$ cat src/rtl/clb_array_cfg.sv
// Configurable logic block tile: W independent slices (4-input LUT, enable-gated
// flip-flop, per-side output routing) configured via a serial shadow chain that
// commits atomically into the active configuration.
module clb_array_cfg #(
  parameter int W        = 1,
  parameter int SLICE_CB = 24,
  parameter int CFG_BITS = SLICE_CB * W
) (
  input  logic         clk,
  input  logic         rst_n,
  input  logic [W-1:0] up_i,
  input  logic [W-1:0] down_i,
  input  logic [W-1:0] right_i,
  input  logic [W-1:0] left_i,
  output logic [W-1:0] up_o,
  output logic [W-1:0] down_o,
  output logic [W-1:0] right_o,
  output logic [W-1:0] left_o,
  input  logic         cfg_shift,
  input  logic         cfg_din,
  output logic         cfg_dout,
  input  logic         cfg_commit,
  output logic         cfg_full,
  output logic         cfg_done
);

  localparam int CW = $clog2(CFG_BITS + 1);
  localparam logic [CW-1:0] CNT_FULL = CW'(CFG_BITS);
  localparam logic [CW-1:0] CNT_ONE  = CW'(1);

  logic [CFG_BITS-1:0] shadow_q;
  logic [CFG_BITS-1:0] active_q;
  logic [CW-1:0]       cfg_cnt_q;
  logic                done_q;
  logic                commit_ok;
  logic [W-1:0]        ff_q;
  logic [W-1:0]        lut_out;
  logic [W-1:0]        ff_en;
  logic [W-1:0]        init_new;

  assign cfg_full  = (cfg_cnt_q == CNT_FULL);
  assign commit_ok = cfg_commit & cfg_full;
  assign cfg_dout  = shadow_q[0];
  assign cfg_done  = done_q;

  for (genvar g = 0; g < W; g++) begin : g_slice
    logic [SLICE_CB-1:0] cfg;
    logic [3:0]          addr;
    logic                lut_bit;
    logic                en_bit;
    logic                sig;
    logic                uo, dn, ro, lo;

    assign cfg         = active_q[SLICE_CB*g +: SLICE_CB];
    // ff_init is taken from the shadow so a commit loads the incoming config's value
    assign init_new[g] = shadow_q[SLICE_CB*g + 16];
    assign lut_out[g]  = lut_bit;
    assign ff_en[g]    = en_bit;
    assign up_o[g]     = uo;
    assign down_o[g]   = dn;
    assign right_o[g]  = ro;
    assign left_o[g]   = lo;

    // LUT lookup, enable select and per-side routing for this slice
    always_comb begin
      addr    = {up_i[g], down_i[g], right_i[g], left_i[g]};
      lut_bit = cfg[addr];
      unique case (cfg[18:17])
        2'b00:   en_bit = left_i[g];
        2'b01:   en_bit = right_i[g];
        2'b10:   en_bit = 1'b1;
        default: en_bit = up_i[g];
      endcase
      sig = cfg[19] ? lut_bit : ff_q[g];
      uo  = cfg[23] ? sig : down_i[g];
      dn  = cfg[22] ? sig : up_i[g];
      ro  = cfg[21] ? sig : left_i[g];
      lo  = cfg[20] ? sig : right_i[g];
    end
  end

  // Shift chain, saturating fill counter, atomic commit and done pulse
  always_ff @(posedge clk or negedge rst_n) begin
    if (!rst_n) begin
      shadow_q  <= '0;
      active_q  <= '0;
      cfg_cnt_q <= '0;
      done_q    <= 1'b0;
    end else begin
      if (cfg_shift) shadow_q <= {cfg_din, shadow_q[CFG_BITS-1:1]};
      if (commit_ok) begin
        active_q  <= shadow_q;
        cfg_cnt_q <= cfg_shift ? CNT_ONE : '0;
      end else if (cfg_shift && !cfg_full) begin
        cfg_cnt_q <= cfg_cnt_q + CNT_ONE;
      end
      done_q <= commit_ok;
    end
  end

  // Slice flip-flops: commit forces ff_init, otherwise enabled load of the LUT output
  always_ff @(posedge clk or negedge rst_n) begin
    if (!rst_n) ff_q <= '0;
    else if (commit_ok) ff_q <= init_new;
    else ff_q <= (ff_en & lut_out) | (~ff_en & ff_q);
  end

endmodule
$ cat config.mk
export PLATFORM = sky130hd
export DESIGN_NAME = clb_array_cfg
export DESIGN_NICKNAME = d
export VERILOG_FILES = /design/src/rtl/clb_array_cfg.sv
export SDC_FILE = /design/constraint.sdc
export NUM_CORES = 1
export LEC_CHECK = 0
export CAP_MARGIN = 5
export CELL_PAD_IN_SITES_DETAIL_PLACEMENT = 0
export CELL_PAD_IN_SITES_GLOBAL_PLACEMENT = 1
export CORE_ASPECT_RATIO = 0.6
export CORE_MARGIN = 1.5
export CORE_UTILIZATION = 52
export CTS_BUF_LIST = sky130_fd_sc_hd__clkbuf_2
export DETAILED_ROUTE_END_ITERATION = 16
export PLACE_DENSITY_LB_ADDON = 0.1
export SYNTH_ARGS = -nofsm -noshare
export SYNTH_HDL_FRONTEND = slang
export SYNTH_SLANG_ARGS = --single-unit
$ cat constraint.sdc
create_clock -name clk -period 4.4 [get_ports clk]
set_clock_uncertainty 0.15 [all_clocks]
set_input_delay 0.88 -clock clk [delete_from_list [all_inputs] [get_ports clk]]
set_output_delay 0.88 -clock clk [all_outputs]
set_load 0.05 [all_outputs]
After elaboration in Yosys (flattened, before gate mapping)
Index checks and enable logic that the tools add are counted.
{ "totals": {"input_bits": 9, "ff_bits": 55, "word_cells": 31} }
{ "classes": {"eq_ne": 3, "bitwise_logic": 5, "reduce_logical": 4, "mux": 12, "add_sub_neg": 1, "n_lt_le_gt_ge": 1} }
{ "op_table": {"columns": ["operator", "n"], "rows": [
  ["5-bit two-way mux", 2],
  ["1-bit two-way mux", 8],
  ["4-bit by 6-bit less-than comparator with 1-bit output, second input constant", 1],
  ["5-bit by 1-bit adder with 5-bit output, second input constant", 1],
  ["5-bit == test, second input constant", 1],
  ["1-bit binary-select mux with 4-bit select", 1],
  ["1-bit bitwise AND", 3],
  ["1-bit one-hot mux with 3 select lines", 1],
  ["2-bit by 1-bit == test with 1-bit output, second input constant", 1],
  ["2-bit == test, second input constant", 1],
  ["2-bit logical NOT", 1],
  ["2-bit nonzero test", 1],
  ["1-bit logical AND", 1],
  ["1-bit logical NOT", 1],
  ["1-bit inverter", 1],
  ["1-bit OR", 1]
]} }

Logic depth before layout (Yosys ltp)
Gate-level depths: netlist (run 1).
{ "logic_depth": {"word_depth": 6, "depth_mapped": 9, "depth_no_buf": 8} }

Least setup slack after synthesis (run 1)
Ideal clock, no wire load.
{ "synth_timing": {"path_type": "input to output", "from": "input port left_i", "to": "output port down_o", "required_time_ns": 3.370, "setup_slack_ns": 0.926, "arrival_time_ns": 2.444, "cell_stages": 5, "cell_sequence": "buf_6 -> mux4_2 -> a22o_1 -> o21ai_2 -> a31oi_1"} }
{ "synth_via": {"elab_chain_cells": 4} }
{ "synth_lines": {"columns": ["element", "line", "rtl"], "rows": [
  ["from (decl)", "14", "input logic [W-1:0] left_i,"],
  ["1-bit binary-select mux with 4-bit select", "67", "lut_bit = cfg[addr];"],
  ["1-bit two-way mux (not written as such)", "67", null],
  ["1-bit two-way mux", "74", "sig = cfg[19] ? lut_bit : ff_q[g];"],
  ["1-bit two-way mux", "76", "dn = cfg[22] ? sig : up_i[g];"],
  ["to (decl)", "16", "output logic [W-1:0] down_o,"]
]} }
Every way passes these cells. The select of a mux whose other input is x is not followed.

Worst setup path after layout (run 1)
{ "layout_timing": {"from": "input port left_i", "to": "output port right_o"} }
{ "layout_via": {"elab_chain_cells": 4} }
{ "layout_lines": {"columns": ["element", "line", "rtl"], "rows": [
  ["1-bit binary-select mux with 4-bit select", "67", null],
  ["1-bit two-way mux (not written as such)", "67", null],
  ["1-bit two-way mux", "74", null],
  ["1-bit two-way mux (*)", "77", "ro = cfg[21] ? sig : left_i[g];"],
  ["to (decl)", "17", "output logic [W-1:0] right_o,"]
]} }
Mark *: on every way between the ends. The rest lies on a longest branch, timed or not. The select of a mux whose other input is x is not followed.

==> results of run 1 <==
cells in the mapped netlist, drive strengths merged:
master / n / area [um2]
nand2: 73 / 276.5
dfrtp: 54 / 1351
mux2: 25 / 281.5
nor2: 7 / 26.28
clkbuf: 5 / 18.77
a31oi: 4 / 25.02
inv: 4 / 15.01
mux4: 4 / 90.09
a21oi: 3 / 15.01
buf: 3 / 21.27
nor3: 3 / 15.01
a22o: 2 / 17.52
ha: 2 / 25.02
nand4: 2 / 12.51
nor2b: 2 / 12.51
o211ai: 2 / 15.01
xor2: 2 / 17.52
a21o: 1 / 7.510
a311oi: 1 / 8.760
and2: 1 / 6.260
mux2i: 1 / 10.01
nand2b: 1 / 6.260
nand4b: 1 / 8.760
o21ai: 1 / 8.760
routing by layer:
metal | wire [um] | global-route usage | vias up
met4 | 19 | 0.04948 | 0
met1 | 2237 | 0.3117 | 736
li1 | - | - | 718
met3 | 128 | 0.05430 | 2
met5 | 0 | 0 | -
met2 | 1896 | 0.2967 | 22
area by class of cell:
class	count	area, um2	area share
Tap cell	60	75.07	0.02984
Clock buffer	6	30.03	0.01193
Multi-Input combinational cell	138	885.9	0.3521
Inverter	4	15.01	0.005967
Timing Repair Buffer	17	150.1	0.05967
Sequential cell	54	1351	0.5370
Clock inverter	2	8.758	0.003481
final timing paths:
check | startpoint | to | cells past startpoint
max | left_i | right_o | 6
min | shadow_q[2] | active_q[2] | 2
max reg2reg | cfg_cnt_q[0] | cfg_cnt_q[1] | 8
min reg2reg | shadow_q[2] | active_q[2] | 2
max in group asynchronous | rst_n | active_q[9] | 2
min in group asynchronous | rst_n | active_q[3] | 2
metrics by stage:
stage	total power [mW]	std cells	hold slack, ns
finish	1.379	281	0.3651
global route	1.475	281	0.4006
CTS	1.390	281	0.3727
detailed placement	1.209	273	0.3213
global placement	1.178	273	0.3164
floorplan	1.070	204	0.2904
worst max-delay path, cell delays in order:
cell	delay (ns)
clkdlybuf4s50_1	0.66
mux4_2	0.56
a22o_1	0.25
o21ai_2	0.20
a31oi_1	0.13
buf_4	0.20
kinds of logic (layout without fill, tap and decap cells):
family	after synthesis	after routing	share of synthesized area
adder cells (fa/ha/maj)	2	2	0.01092
AND/OR/NAND/NOR	90	90	0.1588
buffers and inverters	12	29	0.02402
flip-flops	54	54	0.5895
multiplexers	30	30	0.1665
AO/OA/AOI/OAI	14	14	0.04257
XOR/XNOR	2	2	0.007643
flip-flops by register name (all words and copies together) (netlist names), named ones only:
name / flops
cfg_done: 1
shadow_q: 24
active_q: 23
cfg_cnt_q: 5
power by group through the flow:
stage	combinational (mW)	clock, mW	sequential [mW]
6_report	0.379	0.182	0.817
3_5_place_dp	0.384	0	0.825
4_1_cts	0.385	0.190	0.816
5_1_grt	0.424	0.208	0.843
3_3_place_gp	0.363	0	0.816
2_1_floorplan	0.281	0	0.789
==> run metrics, run 1 <==
commonest cells after routing, fill and taps aside=nand2_1 (72), dfrtp_1 (54), mux2_2 (25); switching power=between 0.4 and 0.5 mW; Mean Syn Cell Area=11.24 um2; Clock Power Share=0.132; GPL Wtd Cong=between 0.7 and 0.8; share of layout cells above drive strength 1=0.2081; # Post-CTS Setup Buffers=0; crit start category=primary input; clk slew on worst S/H paths=between 0.2 and 0.3 ns; status=finished, final reports clean; number of global-route vias before repair=around 1400; Post-Route WL=around 4300 um; detailed-route wire length per cell=between 15 and 20 um; PortBufs=15; total gr overflow=0; drt drc=0; diodes inserted=0; most common cell after layout, fill and taps aside=nand2_1; Die X=about 90 um; Sequential Power Share=0.593; Worst Path Required=about 3.4 ns; RSZ-0062 raised after global routing=false; logic gate share of total power=0.275; Arr. time, crit path=between 2 and 3 ns; Yosys reg bits=54; Post-DP Area=2477 um2; htree depth=2; sequential-to-total area share from yosys stat=0.5895; clock tree buffer depth=2; Worst IR Drop VDD=283.3 uV; gr usage total=0.2062; Die H=54.43 um; largest net degree at the start of global routing=55; Max Slew Vio Count=0; Internal Pwr Total=~0.90 mW; Post-CTS Hold Fix Bufs=0; CTS resizes=0; Final WS setup=roughly 0.49 ns; initial drt markers=between 90 and 100; Skew-Pair Late Insertion Delay=slightly above 0.4 ns; Switching Share=0.3487; Final min period=slightly below 4 ns; max_slew headroom=0.5555; CP endpoint kind=primary output; CTS sink cnt=54; I/O pin total=16; Std-Cell Rows=18; synthesized area=roughly 2300 um2; Via Count=around 1500; initial cell density of the core=0.5502; initial antenna violation count=0; Mapped Cells=just over 200; die area=just under 5000 um2; r2r setup slk=1.80 ns; Avg Vias per Cell=around 5.3; global-route wire length before repair=7148 um; Pre-Repair DR Iteration Count=4; filler cell count=~340; setup TNS=0 ns; pre-CTS WS=roughly 0.48 ns; root buf cell=clkbuf_2; period utilisation layout=0.8878; number of max-cap violations=0; fin area=around 2500 um2; leakage=about 1.2 nW; YS warnings=0; TritonCTS clock tree=yes; Nets=between 200 and 250; Final Setup Violations=0; Worst-Margin Slew=about 0.67 ns; syn_nets=approximately 220; worst-path fanout max=6; Netlist cell types=27; dpl hpwl=2831 um; Worst Hold Class=register to register; core box area=about 4200 um2; CTS Buf Count=5; final hold violation count=0; Antenna Violating Nets Remaining=0; pwr dens=~550 nW/um2; P&R area growth vs syn=9.771%; post-layout util=0.6039; critical path class=primary input to primary output; Fmax=around 260 MHz
Note: power is estimated with default switching activity, not from simulation.
==> run 2: changes to the inputs <==
--- a/config.mk
+++ b/config.mk
@@ -11,6 +11,6 @@
 export CORE_ASPECT_RATIO = 0.6
 export CORE_MARGIN = 1.5
-export CORE_UTILIZATION = 52
-export CTS_BUF_LIST = sky130_fd_sc_hd__clkbuf_2
+export CORE_UTILIZATION = 50
+export CTS_BUF_LIST = sky130_fd_sc_hd__clkbuf_16
 export DETAILED_ROUTE_END_ITERATION = 16
 export PLACE_DENSITY_LB_ADDON = 0.1
--- a/constraint.sdc
+++ b/constraint.sdc
@@ -3,3 +3,3 @@
 set_input_delay 0.88 -clock clk [delete_from_list [all_inputs] [get_ports clk]]
 set_output_delay 0.88 -clock clk [all_outputs]
-set_load 0.05 [all_outputs]
+set_load 0.02 [all_outputs]
==> run metrics, run 2 (synthesis gave the netlist of run 1 again) <==
register area=1351 um2; Arr. time, crit path=between 3 and 4 ns; gr busiest metal=met1; total gr overflow=0; GPL Wtd Cong=0.8268; P&R area growth vs syn=14.63%; crit start category=primary input; Final Setup Violations=0; Max Slew Vio Count=0; share of layout cells above drive strength 1=0.1855; diodes inserted=0; Via Count=approximately 1500; met2 Use GR=0.2652; dpl hpwl=~2800 um; # Post-CTS Setup Buffers=0; number of global-route vias before repair=~1500; Final WS setup=0.3629 ns; grt met3 use=0.06198; status=finished, final reports clean; Post-Route WL=approximately 4300 um; number of max-cap violations=0; pre-CTS WS=0.08666 ns; Worst Path Required=between 3 and 4 ns; Pre-Repair DR Iteration Count=6; setup TNS=0 ns; root buf cell=clkbuf_16; CTS Buf Count=5; period utilisation layout=0.9175; Skew-Pair Late Insertion Delay=between 0.2 and 0.3 ns; Antenna Violating Nets Remaining=0; CP endpoint kind=primary output; Worst-Margin Slew=approximately 0.51 ns; Avg Vias per Cell=~5.3; htree depth=2; leakage=roughly 1.3 nW; Fmax=between 200 and 250 MHz; Worst Hold Class=register to register; initial antenna violation count=0; Std-Cell Rows=18; die area=5013 um2; Nets=231; clk slew on worst S/H paths=roughly 0.060 ns; largest net degree at the start of global routing=32; max_slew headroom=0.6565; critical path class=primary input to primary output; final hold violation count=0; clock tree buffer depth=2; global-route wire length before repair=between 7000 and 8000 um; Top Registers=shadow_q: 24 flops, active_q: 23 flops, cfg_cnt_q: 5 flops; core box area=4257 um2; Die H=about 55 um; worst-path fanout max=5; initial drt markers=103; most common cell after layout, fill and taps aside=nand2_1; CTS sink cnt=between 50 and 60; Multi-input gate area=about 900 um2; Worst IR Drop VDD=348.2 uV; commonest cells after routing, fill and taps aside=nand2_1 (72), dfrtp_1 (54), mux2_2 (25); Biggest register=shadow_q; gr usage total=0.1968; filler cell count=about 330; RSZ-0062 raised after global routing=false; PortBufs=15; I/O pin total=16; met1 Use GR=0.2855; initial cell density of the core=0.5385; Final min period=roughly 4.0 ns; pwr dens=between 500 and 600 nW/um2; Largest register FFs=24; TritonCTS clock tree=yes; Die X=approximately 90 um; drt drc=0; detailed-route wire length per cell=15.32 um
## run 2: cell count changes in the layout (fill, tap and decap cells not counted)
| cell | delta |
|---|---|
| clkdlybuf4s50_1 | +3 |
| clkbuf_16 | +5 |
| dlymetal6s2s_1 | +1 |
| buf_4 | -4 |
| inv_1 | +1 |
| clkbuf_2 | -6 |
## run 2: what timing repair did
action / 4_1_cts / 5_1_grt
hold buffers: 0 / 0
gates resized for setup: 0 / 1
setup endpoints to repair: 0 / 4
## run 2: layout make-up
cell class / count / area share
repair buffers: 17 / 0.06190
clock inverters: 3 / 0.004762
flip-flops and latches: 54 / 0.5143
multi-input cells: 138 / 0.3371
well taps: 60 / 0.02857
clock buffers: 5 / 0.04762
inverters: 4 / 0.005714
## run 2: per-stage QoR
step	hold WS (ns)	utilization	power (mW)	cell area [um2]	cells
after detailed placement	0.3108	0.5844	1.167	2487	273
after CTS	0.3268	0.6167	1.544	2625	281
after floorplan	0.2904	-	1.029	2292	204
after global placement	0.3060	0.5844	1.142	2487	273
final	0.3234	0.6173	1.529	2628	281
after global routing	0.3590	0.6173	1.633	2628	281
## run 2: final timing paths
| check | startpoint | endpoint | slack [ns] | cells after the start |
|---|---|---|---|---|
| min in group asynchronous | rst_n | active_q[2] | 0.41 | 1 |
| worst min register to register | active_q[6] | active_q[6] | 0.32 | 2 |
| worst min-delay path | active_q[6] | active_q[6] | 0.32 | 2 |
| worst max-delay path | down_i | up_o | 0.36 | 6 |
| max in group asynchronous | rst_n | active_q[11] | 2.91 | 2 |
| worst max register to register | cfg_cnt_q[0] | cfg_cnt_q[1] | 1.81 | 8 |
## run 2: per-layer routing
metal	share of wire	routed length [um]	vias up
li1	-	-	716
met1	0.50	2162	751
met2	0.44	1898	25
met3	0.039	167	7
met4	0.018	77	0
met5	0	0	-
## run 2: power breakdown
| part | internal, mW | leakage [nW] | switching (mW) |
|---|---|---|---|
| Sequential | 0.676 | 0.692 | 0.142 |
| Combinational | 0.190 | 0.513 | 0.150 |
| Clock | 0.206 | 0.0724 | 0.165 |
## run 2: critical path: stages
cell,delay [ns]
clkdlybuf4s50_1,0.61
mux4_2,0.35
a22o_1,0.25
o21ai_2,0.24
a31oi_1,0.12
clkdlybuf4s50_1,0.55
